===== src/rtl/m_ucode_pkg.sv =====
// rtl/m_ucode_pkg.sv - shared microcode field positions, encodings and default addresses
package m_ucode_pkg;

   localparam int UWORD_W     = 48;
   localparam int NXT_LSB     = 0;
   localparam int NXT_W       = 8;
   localparam int SEQ_LSB_DEF = 8;
   localparam int SEQ_W       = 2;
   localparam int INSTR_W     = 10;
   localparam int SHAMT_W     = 5;

   localparam logic [7:0] BOOT_ADDR_DEF = 8'h00;
   localparam logic [7:0] IRQ_ADDR_DEF  = 8'hF8;
   localparam logic [7:0] TRAP_ADDR_DEF = 8'hFC;

   typedef enum logic [1:0] {
      SEQ_GOTO     = 2'b00,
      SEQ_DISPATCH = 2'b01,
      SEQ_WAIT     = 2'b10,
      SEQ_LOOP     = 2'b11
   } seq_e;

   typedef enum logic [1:0] {
      ST_BOOT = 2'b00,
      ST_RUN  = 2'b01,
      ST_LOOP = 2'b10
   } state_e;

   // instr is {opcode[6:0], funct3[2:0]}; only 32-bit encodings (opcode[1:0]==11) are legal
   function automatic logic instr_legal(input logic [INSTR_W-1:0] instr);
      return instr[4:3] == 2'b11;
   endfunction

   // Dispatch entry point: {opcode[6:2], funct3}
   function automatic logic [7:0] dispatch_addr(input logic [INSTR_W-1:0] instr);
      return {instr[9:5], instr[2:0]};
   endfunction

endpackage


===== src/rtl/m_uloopcnt.sv =====
// rtl/m_uloopcnt.sv - 5-bit load/decrement shift-loop counter with zero flag
module m_uloopcnt
   import m_ucode_pkg::*;
(
   input  logic               clk,
   input  logic               rst_n,
   input  logic               load,
   input  logic [SHAMT_W-1:0] load_val,
   input  logic               dec,
   output logic               zero
);

   logic [SHAMT_W-1:0] cnt_r;

   // Load has priority; decrement saturates at zero so the counter never wraps
   always_ff @(posedge clk or negedge rst_n) begin
      if (!rst_n) begin
         cnt_r <= '0;
      end else if (load) begin
         cnt_r <= load_val;
      end else if (dec && (cnt_r != '0)) begin
         cnt_r <= cnt_r - 1'b1;
      end
   end

   assign zero = (cnt_r == '0);

endmodule


===== src/rtl/m_usequencer.sv =====
// rtl/m_usequencer.sv - microcode sequencer: next-address mux and boot/run/loop FSM
module m_usequencer
   import m_ucode_pkg::*;
#(
   parameter logic [7:0] BOOT_ADDR = BOOT_ADDR_DEF,
   parameter logic [7:0] IRQ_ADDR  = IRQ_ADDR_DEF,
   parameter logic [7:0] TRAP_ADDR = TRAP_ADDR_DEF,
   parameter int         SEQ_LSB   = SEQ_LSB_DEF
) (
   input  logic               clk,
   input  logic               rst_n,
   input  logic [UWORD_W-1:0] d,
   input  logic [INSTR_W-1:0] instr,
   input  logic               irq_pending,
   input  logic               mie,
   input  logic               mem_ack,
   input  logic [SHAMT_W-1:0] shamt,
   output logic [7:0]         minx,
   output logic               progress_ucode,
   output logic               shift_en,
   output logic               in_wait
);

   state_e             state_r;
   state_e             state_nxt;
   seq_e               seq;
   logic [NXT_W-1:0]   nxt;
   logic               cnt_load;
   logic               cnt_dec;
   logic               cnt_zero;
   logic               unused_d;

   assign seq      = seq_e'(d[SEQ_LSB+SEQ_W-1:SEQ_LSB]);
   assign nxt      = d[NXT_LSB+NXT_W-1:NXT_LSB];
   assign unused_d = ^d;

   // Loop counter holds the shifts remaining after the entry cycle
   m_uloopcnt u_loopcnt (
      .clk      (clk),
      .rst_n    (rst_n),
      .load     (cnt_load),
      .load_val (shamt - 5'd1),
      .dec      (cnt_dec),
      .zero     (cnt_zero)
   );

   // State register; reset returns to BOOT immediately, even mid-wait or mid-loop
   always_ff @(posedge clk or negedge rst_n) begin
      if (!rst_n) begin
         state_r <= ST_BOOT;
      end else begin
         state_r <= state_nxt;
      end
   end

   // Next-state and next-microaddress selection; minx defaults to nxt so stalls stay deterministic
   always_comb begin
      state_nxt      = state_r;
      minx           = nxt;
      progress_ucode = 1'b0;
      shift_en       = 1'b0;
      in_wait        = 1'b0;
      cnt_load       = 1'b0;
      cnt_dec        = 1'b0;
      case (state_r)
         ST_BOOT: begin
            minx           = BOOT_ADDR;
            progress_ucode = 1'b1;
            state_nxt      = ST_RUN;
         end
         ST_RUN: begin
            case (seq)
               SEQ_GOTO: begin
                  progress_ucode = 1'b1;
               end
               SEQ_DISPATCH: begin
                  progress_ucode = 1'b1;
                  if (irq_pending && mie) begin
                     minx = IRQ_ADDR;
                  end else if (!instr_legal(instr)) begin
                     minx = TRAP_ADDR;
                  end else begin
                     minx = dispatch_addr(instr);
                  end
               end
               SEQ_WAIT: begin
                  progress_ucode = mem_ack;
                  in_wait        = !mem_ack;
               end
               SEQ_LOOP: begin
                  if (shamt == '0) begin
                     progress_ucode = 1'b1;
                  end else begin
                     shift_en  = 1'b1;
                     cnt_load  = 1'b1;
                     state_nxt = ST_LOOP;
                  end
               end
               default: begin
                  progress_ucode = 1'b1;
               end
            endcase
         end
         ST_LOOP: begin
            if (!cnt_zero) begin
               shift_en = 1'b1;
               cnt_dec  = 1'b1;
            end else begin
               progress_ucode = 1'b1;
               state_nxt      = ST_RUN;
            end
         end
         default: begin
            minx           = BOOT_ADDR;
            progress_ucode = 1'b1;
            state_nxt      = ST_BOOT;
         end
      endcase
   end

endmodule


===== config.mk =====
export PLATFORM = sky130hd
export DESIGN_NAME = m_usequencer
export DESIGN_NICKNAME = d
export VERILOG_FILES = /design/src/rtl/m_ucode_pkg.sv /design/src/rtl/m_uloopcnt.sv /design/src/rtl/m_usequencer.sv
export SDC_FILE = /design/constraint.sdc
export NUM_CORES = 1
export LEC_CHECK = 0
export CAP_MARGIN = 25
export CORE_MARGIN = 1
export CORE_UTILIZATION = 55
export CTS_CLUSTER_SIZE = 30
export DETAILED_ROUTE_END_ITERATION = 6
export DONT_BUFFER_PORTS = 1
export GPL_TIMING_DRIVEN = 0
export PLACE_DENSITY_LB_ADDON = 0.08
export SLEW_MARGIN = 20
export SYNTH_ARGS = -nofsm -noshare
export SYNTH_HDL_FRONTEND = slang
export SYNTH_SLANG_ARGS = --single-unit

===== constraint.sdc =====
create_clock -name clk -period 2.3 [get_ports clk]
set_input_delay 0 -clock clk [delete_from_list [all_inputs] [get_ports clk]]
set_output_delay 0 -clock clk [all_outputs]
set_load 0.02 [all_outputs]

==> summary.md, run 1 <==
| Metric | Value |
|---|---|
| Result of the run | `completed` |
| Buffer depth of the longest clock path | `2` |
| Fin. Hold Viols | `0` |
| Filler cell count | `122` |
| Sequential fraction of the synthesis area | `21.7%` |
| Count of input and output buffers | `0` |
| Slowest-stage cell, CP | `sky130_fd_sc_hd__dfrtp_1` |
| Pleak | `0.000342 µW` |
| Non-Filler Cell Area, Final | `885 µm²` |
| Maximum cell stage delay along the critical path | `0.39 ns` |
| Top Usage Layer GRT | `met1` |
| Worst IR drop on VDD | `658 µV` |
| Type of the worst setup path | `flip-flop to flip-flop` |
| Worst Tran Pin Value | `0.616 ns` |
| Width of the die | `40.3 µm` |
| Die height | `40.3 µm` |
| Most used standard cell by instance count after synthesis | `sky130_fd_sc_hd__nand2_1` |
| Max Clock Freq | `480 MHz` |
| Average cell area after synthesis | `7.85 µm²` |
| Dominant register cell in the synthesized netlist | `sky130_fd_sc_hd__dfrtp_1` |
| WL per Instance | `14.6 µm` |
| Family of cells with the greatest summed delay on the critical path | `multiplexers` |
| Maximum net fanout on the critical path | `10` |
| Htree depth | `1` |
| Placed cells | `118` |
| Final standard cell count with taps included and fillers excluded | `125` |
| Total number of placement rows | `13` |
| Warnings from Yosys | `0` |
| Worst-case setup margin in the final layout | `0.217 ns` |
| Time the final worst path needs with I/O delays and setup | `2.08 ns` |
| Vias per Instance | `6.35` |
| Global-route usage over all layers | `24.2%` |
| Global-route met2 utilization | `33.7%` |
| Worst slack at placement | `0.226 ns` |
| Met3 Resource Use GR | `4.44%` |
| Bufs and invs on worst path | `2` |
| Vias post-DR | `794` |
| Total iterations of the first detailed-routing run | `4` |
| # Max-Cap Violations | `0` |
| Worst hold path depth | `3` |
| Wire length of the first global-routing pass | `2.57 mm` |
| Via count of the first global-routing pass | `588` |
| Estimated wirelength of the detail-placed design | `1.39 mm` |
| Routability congestion estimate from global placement | `0.744` |
| Clock slew at the register clock pins of the worst setup and hold paths | `0.06 ns` |
| Setup skew after layout | `0.00521 ns` |
| Post-synthesis cell type count | `36` |
| Number of enable-type register cells in the synthesized netlist | `0` |
| Fraction of final layout cells with drive strength greater than 1 | `12.7%` |
| Clock tree from TritonCTS | `done` |
| Number of nets in the final layout | `183` |
| Clock sink count | `7` |
| Final cycle utilization of the critical path | `90.6%` |
| Required time of the critical path | `2.44 ns` |
| Slack of the worst reg-to-reg path | `0.22 ns` |
| Finished Core Util | `66.3%` |
| Capture point of the worst reg-to-reg path | `u_loopcnt.cnt_r[4]` |
| Path category of the worst min-delay check | `input pin to flip-flop` |
| CP Capture Type | `flip-flop` |
| Worst slew margin | `58.6%` |
| Num ports | `79` |
| Area Overhead vs Synth | `9.44%` |
| Cells taking the most area after synthesis | `sky130_fd_sc_hd__dfrtp_1 (22%), sky130_fd_sc_hd__nand2_1 (7.9%), sky130_fd_sc_hd__a21oi_1 (6.8%), sky130_fd_sc_hd__o221ai_1 (6.5%), sky130_fd_sc_hd__ha_1 (6.2%)` |
| Antenna violations before repair | `0` |
| Full die area | `1630 µm²` |
| Later-pin clock latency in the skew report | `0.26 ns` |
| Post-synthesis cell count | `103` |
| Sum Neg Setup Slack | `0 ns` |
| Antenna cell count | `0` |
| Unrepaired setup endpoints after global routing | `no` |
| Cell repeated most along the worst path | `sky130_fd_sc_hd__ha_1` |
| Startpoint of the most critical register-to-register path | `state_r[1]` |
| Residual DRC count | `0` |
| Cell Area, Synth | `808 µm²` |
| Total power divided by cell area | `1170 nW/µm²` |
| Register bit total from synthesis | `7` |
| Top-area cell type share of the netlist area | `21.7%` |
| Core Region | `1330 µm²` |
| Worst min-delay path startpoint | `shamt[4]` |
| Final Max Slew Viols | `0` |
| Initial core utilization | `60.6%` |
| Met1 track demand over resource in global routing | `34.7%` |
| Final wirelength | `1.83 mm` |
| Kind of start point of the critical path | `flip-flop` |
| Worst reg-to-reg path cell count | `9` |
| Largest net degree at the start of global routing | `11` |
| End point of the worst hold path | `u_loopcnt.cnt_r[4]` |
| Number of buffers added by the clock tree synthesis step | `3` |
| Post-Synthesis Net Count | `175` |
| Post-DP Area | `827 µm²` |
| Global-route congestion overflow total | `0` |
| Most area-hungry cell type in the Yosys netlist | `sky130_fd_sc_hd__dfrtp_1` |
| Antenna viol nets, final | `0` |
| Starting DRT DRC Count | `19` |
| Buffer type at the clock tree root | `sky130_fd_sc_hd__clkbuf_4` |
| Cell types with the highest counts after synthesis | `sky130_fd_sc_hd__nand2_1 (17), sky130_fd_sc_hd__a21oi_1 (11), sky130_fd_sc_hd__nor2_1 (9)` |
| # setup viols final | `0` |
| CP Data Arrival Time | `2.23 ns` |
| Fraction of registers with async set/reset | `100%` |
| Ordered list of cells on the worst path | `inv_1 > ha_1 > and3_4 > o41ai_4 > buf_4 > mux2i_1 > ha_1 > nand3_1 > mux2_2` |
stage by stage:
step                      hold WS, ns  total power (µW)
final                          0.0260              1040
after detailed placement       -0.295               919
after global routing           0.0693              1140
after floorplan                -0.296               807
after global placement         -0.295               899
after CTS                      0.0183              1050
final cells by class:
class	count	area (µm²)	area share (%)
Buffer	5	25.0	2.83
Clock buffer	3	22.5	2.55
Clock inverter	1	5.00	0.566
Inverter	4	15.0	1.70
Multi-Input combinational cell	87	593	67.0
Sequential cell	7	175	19.8
Tap cell	15	18.8	2.12
Timing Repair Buffer	3	30.0	3.39
flip-flops by register name, summed over array words and instances (netlist names):
name,count
state_r,2
u_loopcnt.cnt_r,5
worst min-delay path, stage by stage:
cell                      delay, ns
sky130_fd_sc_hd__o21ai_0       0.05
sky130_fd_sc_hd__nand2_1       0.06
sky130_fd_sc_hd__mux2_2        0.14
placed cells by master, fill, tap and decap left out, types with 2 or more instances in the layout:
cell type / count
sky130_fd_sc_hd__o221ai_1: 6
sky130_fd_sc_hd__a22oi_1: 4
sky130_fd_sc_hd__dfrtp_1: 7
sky130_fd_sc_hd__and2_1: 2
sky130_fd_sc_hd__o21ai_0: 3
sky130_fd_sc_hd__clkbuf_4: 3
sky130_fd_sc_hd__nand3b_1: 2
sky130_fd_sc_hd__inv_1: 3
sky130_fd_sc_hd__buf_2: 2
sky130_fd_sc_hd__nand3_1: 3
sky130_fd_sc_hd__mux2_2: 2
sky130_fd_sc_hd__mux2i_1: 3
sky130_fd_sc_hd__clkbuf_1: 2
sky130_fd_sc_hd__nand2_1: 17
sky130_fd_sc_hd__a211oi_1: 2
sky130_fd_sc_hd__ha_1: 4
sky130_fd_sc_hd__o21bai_1: 2
sky130_fd_sc_hd__nor2_1: 9
sky130_fd_sc_hd__a21oi_1: 11
sky130_fd_sc_hd__dlygate4sd3_1: 3
sky130_fd_sc_hd__xnor2_1: 2
cells by family (layout without fill, tap and decap cells):
| family | after synthesis | in the layout | synth area share, % |
|---|---|---|---|
| AO/OA/AOI/OAI | 35 | 35 | 33.3 |
| XOR/XNOR | 3 | 3 | 3.25 |
| adder cells (fa/ha/maj) | 4 | 4 | 6.19 |
| buffers and inverters | 9 | 16 | 4.95 |
| flip-flops | 7 | 7 | 21.7 |
| multiplexers | 5 | 5 | 6.50 |
| AND/OR/NAND/NOR | 40 | 40 | 24.1 |
report_power, final:
| group | switching (µW) | total (µW) | internal (µW) | leakage [µW] |
|---|---|---|---|---|
| clock network | 50.6 | 114 | 63.8 | 0.0000177 |
| registers | 55.7 | 234 | 178 | 0.0000767 |
| logic | 454 | 690 | 236 | 0.000247 |
worst max path at each step:
stage / start / to / slack (ns) / cells after the start
after global routing: state_r[1] / minx[2] / 0.09 / 7
after CTS: state_r[1] / u_loopcnt.cnt_r[4] / 0.22 / 9
after floorplan: state_r[1] / u_loopcnt.cnt_r[4] / 0.40 / 9
after global placement: state_r[1] / u_loopcnt.cnt_r[4] / 0.24 / 9
after detailed placement: state_r[1] / u_loopcnt.cnt_r[4] / 0.23 / 9
final: state_r[1] / u_loopcnt.cnt_r[4] / 0.22 / 9
routing by layer:
layer  vias to the layer above  share of wire (%)
met4                         0                1.5
li1                        401                  -
met2                        35                 45
met1                       354                 46
met3                         4                7.7
met5                         -                  0
repair_timing:
action | CTS | global route
setup buffers | 0 | 0
hold buffers | 3 | 0
endpoints found under the hold margin | 9 | 0
resized for setup | 0 | 0
endpoints found under the setup margin | 0 | 0
(Power assumes the default switching activity.)
==> run 2: changes to the inputs <==
--- a/config.mk
+++ b/config.mk
@@ -9,5 +9,4 @@
 export CORE_MARGIN = 1
 export CORE_UTILIZATION = 55
-export CTS_CLUSTER_SIZE = 30
 export DETAILED_ROUTE_END_ITERATION = 6
 export DONT_BUFFER_PORTS = 1
==> constraint.sdc (replaced) <==
create_clock -name clk -period 2.3 [get_ports clk]
set_input_delay 0.46 -clock clk [delete_from_list [all_inputs] [get_ports clk]]
set_output_delay 0.46 -clock clk [all_outputs]
set_load 0.02 [all_outputs]
==> summary.md, run 2 (same netlist as run 1, synthesis figures left out) <==
| Metric | Value |
|---|---|
| Result of the run | `completed` |
| Buffer depth of the longest clock path | `2` |
| # Max-Cap Violations | `0` |
| Wire length of the first global-routing pass | `2.51 mm` |
| Total iterations of the first detailed-routing run | `4` |
| Maximum net fanout on the critical path | `10` |
| CP Capture Type | `output pin` |
| Vias per Instance | `6.57` |
| Estimated wirelength of the detail-placed design | `1.39 mm` |
| Worst slack at placement | `0.0593 ns` |
| Via count of the first global-routing pass | `565` |
| Core Region | `1330 µm²` |
| Path category of the worst min-delay check | `input pin to flip-flop` |
| Final Max Slew Viols | `0` |
| Kind of start point of the critical path | `flip-flop` |
| Die height | `40.3 µm` |
| Filler cell count | `118` |
| Num ports | `79` |
| Leading registers by flop count | `u_loopcnt.cnt_r: 5 flops, state_r: 2 flops` |
| Global-route usage over all layers | `23.8%` |
| Met1 track demand over resource in global routing | `35.7%` |
| Vias post-DR | `808` |
| Fraction of final layout cells with drive strength greater than 1 | `20.4%` |
| Worst-case setup margin in the final layout | `0.0661 ns` |
| Residual DRC count | `0` |
| Largest net degree at the start of global routing | `11` |
| Htree depth | `1` |
| Antenna violations before repair | `0` |
| Register with the most flip-flops | `u_loopcnt.cnt_r` |
| Routability congestion estimate from global placement | `0.744` |
| Number of nets in the final layout | `181` |
| Slowest-stage cell, CP | `sky130_fd_sc_hd__a21oi_1` |
| Most common library cell in the layout ignoring fill and taps | `sky130_fd_sc_hd__nand2_1` |
| Buffer type at the clock tree root | `sky130_fd_sc_hd__clkbuf_4` |
| Starting DRT DRC Count | `16` |
| Footprint of the multi-input gates | `619 µm²` |
| Final cycle utilization of the critical path | `97.1%` |
| Pleak | `0.000342 µW` |
| Fin. Hold Viols | `0` |
| Global-route congestion overflow total | `0` |
| Most used cells in the layout excluding fill and tap cells | `sky130_fd_sc_hd__nand2_1 (17), sky130_fd_sc_hd__a21oi_1 (9), sky130_fd_sc_hd__nor2_1 (7), sky130_fd_sc_hd__dfrtp_1 (7), sky130_fd_sc_hd__o221ai_1 (6)` |
| Total power consumption of the routed design | `1100 µW` |
| Clock tree from TritonCTS | `done` |
| Type of the worst setup path | `flip-flop to output pin` |
| WL per Instance | `14.9 µm` |
| Top Usage Layer GRT | `met1` |
| Area Overhead vs Synth | `10.8%` |
| Worst Tran Pin Value | `0.615 ns` |
| Ordered list of cells on the worst path | `inv_1 > ha_1 > clkinv_1 > a21oi_1` |
| Antenna viol nets, final | `0` |
| Worst slew margin | `58.7%` |
| Antenna cell count | `0` |
| FF/Latch Area | `175 µm²` |
| Later-pin clock latency in the skew report | `0.26 ns` |
| Global-route met2 utilization | `32.1%` |
| Max Clock Freq | `448 MHz` |
| Setup skew after layout | `0.00330 ns` |
| Count of input and output buffers | `0` |
| Flip-flop count of the largest register after layout | `5` |
| Time the final worst path needs with I/O delays and setup | `2.23 ns` |
| Total power divided by cell area | `1230 nW/µm²` |
| Full die area | `1630 µm²` |
| Unrepaired setup endpoints after global routing | `yes` |
| Initial core utilization | `60.6%` |
| # setup viols final | `0` |
| Total number of placement rows | `13` |
| Number of buffers added by the clock tree synthesis step | `3` |
| Width of the die | `40.3 µm` |
| Number of buffers inserted by post-CTS setup repair | `0` |
| Final wirelength | `1.84 mm` |
| Clock sink count | `7` |
| Required time of the critical path | `1.84 ns` |
| Worst IR drop on VDD | `736 µV` |
| CP Data Arrival Time | `1.77 ns` |
| Met3 Resource Use GR | `3.33%` |
| Hold Worst Slack | `0.426 ns` |
| Clock slew at the register clock pins of the worst setup and hold paths | `0.06 ns` |
| Maximum cell stage delay along the critical path | `0.50 ns` |
[run 2: final cells by class]
| cell class | instances | share of cell area (%) |
|---|---|---|
| clock buffers | 3 | 2.51 |
| inverters | 4 | 1.68 |
| repair buffers | 1 | 1.12 |
| flip-flops and latches | 7 | 19.6 |
| plain buffers | 5 | 3.35 |
| well taps | 15 | 2.09 |
| clock inverters | 1 | 0.559 |
| multi-input cells | 87 | 69.1 |
[run 2: routing by layer]
metal	share of wire, %	up-vias
li1	-	396
met1	46	376
met2	46	32
met3	6.5	4
met4	1.6	0
met5	0	-
[run 2: worst paths after layout]
| kind | from | end | slack, ns | depth (start not counted) |
|---|---|---|---|---|
| worst max-delay path | state_r[1] | minx[3] | 0.07 | 4 |
| worst min-delay path | shamt[0] | u_loopcnt.cnt_r[0] | 0.43 | 2 |
| worst max register to register | state_r[1] | u_loopcnt.cnt_r[4] | 0.20 | 9 |
| worst min register to register | state_r[1] | state_r[1] | 0.55 | 1 |
| max in group asynchronous | rst_n | u_loopcnt.cnt_r[2] | 1.53 | 1 |
| min in group asynchronous | rst_n | state_r[1] | 0.53 | 1 |
[run 2: what timing repair did]
| item | CTS | global route |
|---|---|---|
| cloned | 0 | 0 |
| hold buffers | 1 | 0 |
| pin swaps | 0 | 1 |
| hold endpoints to repair | 7 | 0 |
| gates resized for setup | 6 | 7 |
| setup endpoints to repair | 10 | 8 |
[run 2: per-stage QoR]
stage,cells,utilization [%],setup TNS (ns),area [µm²]
2_1_floorplan,103,-,0,808
3_3_place_gp,118,62.0,0,827
3_5_place_dp,118,62.0,0,827
4_1_cts,123,65.9,0,880
5_1_grt,123,67.2,-0.354,896
6_report,123,67.2,0,896
[run 2: critical path: cells and delay by family, from the launching register on]
family	cells	cell delay, ns
AO/OA/AOI/OAI	1	0.50
adder cells (fa/ha/maj)	1	0.27
flip-flops	1	0.37
buffers and inverters	2	0.37
[run 2: where the power goes]
part	switching, µW	leakage [µW]	internal [µW]	total [µW]
registers	56.8	0.0000767	178	235
clock network	51.4	0.0000177	63.8	115
logic	486	0.000248	262	747
total	594	0.000342	504	1100
==> run 3: changes to the inputs <==
- PLACE_DENSITY: unset -> 0.72
- PLACE_DENSITY_LB_ADDON: 0.08 -> unset
==> summary.md, run 3 (same netlist as run 1, synthesis figures left out) <==
| Metric | Value |
|---|---|
| Vias post-DR | `790` |
| Flip-flop count of the largest register after layout | `5` |
| Unrepaired setup endpoints after global routing | `yes` |
| Routability congestion estimate from global placement | `0.757` |
| CP Capture Type | `output pin` |
| Clock slew at the register clock pins of the worst setup and hold paths | `0.05 ns` |
| Area Overhead vs Synth | `11.3%` |
| CP Data Arrival Time | `1.73 ns` |
| Filler cell count | `122` |
| Final wirelength | `1.85 mm` |
| Total power divided by cell area | `1230 nW/µm²` |
| Ordered list of cells on the worst path | `inv_1 > ha_1 > clkinv_1 > a21oi_1` |
| Max Clock Freq | `456 MHz` |
| Antenna violations before repair | `0` |
| Worst IR drop on VDD | `709 µV` |
| Final cycle utilization of the critical path | `95.3%` |
| Buffer depth of the longest clock path | `2` |
| Total number of placement rows | `13` |
| Core Region | `1330 µm²` |
| Full die area | `1630 µm²` |
| Worst hold path depth | `2` |
| Htree depth | `1` |
| Initial core utilization | `60.6%` |
| Leading registers by flop count | `u_loopcnt.cnt_r: 5 flops, state_r: 2 flops` |
| FF/Latch Area | `175 µm²` |
| Worst Tran Pin Value | `0.613 ns` |
| Most common library cell in the layout ignoring fill and taps | `sky130_fd_sc_hd__nand2_1` |
| Starting DRT DRC Count | `10` |
| Register with the most flip-flops | `u_loopcnt.cnt_r` |
| Die height | `40.3 µm` |
| Wire length of the first global-routing pass | `2.64 mm` |
| Kind of start point of the critical path | `flip-flop` |
| Total iterations of the first detailed-routing run | `4` |
| Antenna cell count | `0` |
| Antenna viol nets, final | `0` |
| Number of buffers inserted by post-CTS setup repair | `0` |
| Time the final worst path needs with I/O delays and setup | `2.19 ns` |
| Worst slew margin | `58.8%` |
| Number of buffers added by the clock tree synthesis step | `3` |
| Post-DP Area | `827 µm²` |
| Worst reg-to-reg path cell count | `9` |
| Residual DRC count | `0` |
| Pleak | `0.000339 µW` |
| # setup viols final | `0` |
| Footprint of the multi-input gates | `622 µm²` |
| Setup skew after layout | `0.00463 ns` |
| Type of the worst setup path | `flip-flop to output pin` |
| Num ports | `79` |
| # Max-Cap Violations | `0` |
| Later-pin clock latency in the skew report | `0.25 ns` |
| Finished Core Util | `67.4%` |
| Maximum net fanout on the critical path | `10` |
| Via count of the first global-routing pass | `635` |
| Estimated wirelength of the detail-placed design | `1.46 mm` |
| Fraction of final layout cells with drive strength greater than 1 | `20.4%` |
| Fin. Hold Viols | `0` |
| Most used cells in the layout excluding fill and tap cells | `sky130_fd_sc_hd__nand2_1 (17), sky130_fd_sc_hd__a21oi_1 (9), sky130_fd_sc_hd__dfrtp_1 (7), sky130_fd_sc_hd__nor2_1 (6), sky130_fd_sc_hd__o221ai_1 (6)` |
| Result of the run | `completed` |
| Largest net degree at the start of global routing | `11` |
| Vias per Instance | `6.42` |
| Buffer type at the clock tree root | `sky130_fd_sc_hd__clkbuf_4` |
| Required time of the critical path | `1.84 ns` |
| Clock tree from TritonCTS | `done` |
| Width of the die | `40.3 µm` |
| Global-route congestion overflow total | `0` |
| WL per Instance | `15.0 µm` |
| Path category of the worst min-delay check | `input pin to flip-flop` |
| Count of input and output buffers | `0` |
| Global-route usage over all layers | `25.4%` |
| Final Max Slew Viols | `0` |
| Clock sink count | `7` |
| Number of nets in the final layout | `181` |
| Non-Filler Cell Area, Final | `900 µm²` |
| Slowest-stage cell, CP | `sky130_fd_sc_hd__a21oi_1` |
| Maximum cell stage delay along the critical path | `0.49 ns` |
## run 3: routing by layer
metal	share of wire, %	vias up	GRT usage (%)
met3	4.4	2	5.00
met1	48	357	32.8
met2	46	27	38.5
met5	0	-	0
met4	0.81	0	15.8
li1	-	404	-
## run 3: final timing paths
kind | slack (ns) | start | end
max in group asynchronous | 1.56 | rst_n | u_loopcnt.cnt_r[1]
min in group asynchronous | 0.52 | rst_n | state_r[1]
worst min register to register | 0.56 | state_r[1] | state_r[1]
worst max register to register | 0.22 | state_r[1] | u_loopcnt.cnt_r[4]
worst max-delay path | 0.11 | state_r[1] | minx[3]
worst min-delay path | 0.44 | shamt[0] | u_loopcnt.cnt_r[0]
## run 3: final cells by class
class | instances | area share, %
plain buffers | 5 | 3.62
clock buffers | 4 | 2.92
inverters | 4 | 1.67
multi-input cells | 87 | 69.1
flip-flops and latches | 7 | 19.5
well taps | 15 | 2.09
repair buffers | 1 | 1.11
## run 3: what timing repair did
| item | 4_1_cts | 5_1_grt |
|---|---|---|
| endpoints found under the setup margin | 9 | 9 |
| pin swaps | 0 | 1 |
| endpoints found under the hold margin | 7 | 0 |
| gates resized for setup | 6 | 9 |
| hold buffers | 1 | 0 |
## run 3: worst max-delay path, delay by kind of cell (launching register included)
| kind | cells | cell delay [ns] |
|---|---|---|
| adders and majority gates | 1 | 0.27 |
| DFF | 1 | 0.36 |
| AOI/OAI and AO/OA | 1 | 0.49 |
| buffers and inverters | 2 | 0.36 |
## run 3: through the flow
stage          setup TNS, ns  power (µW)  hold WS, ns  setup slack (ns)  instances
2_1_floorplan              0         807        0.164             0.266        103
3_3_place_gp               0         899        0.165            0.0983        118
3_5_place_dp               0         926        0.165            0.0532        118
4_1_cts                    0        1080        0.426           0.00124        123
5_1_grt              -0.0160        1200        0.456          -0.00589        123
6_report                   0        1100        0.443             0.108        123
## run 3: power breakdown
group	switching (µW)	leakage, µW	internal [µW]
Clock	41.8	0.0000150	66.0
Combinational	494	0.000247	263
Sequential	58.4	0.0000767	179
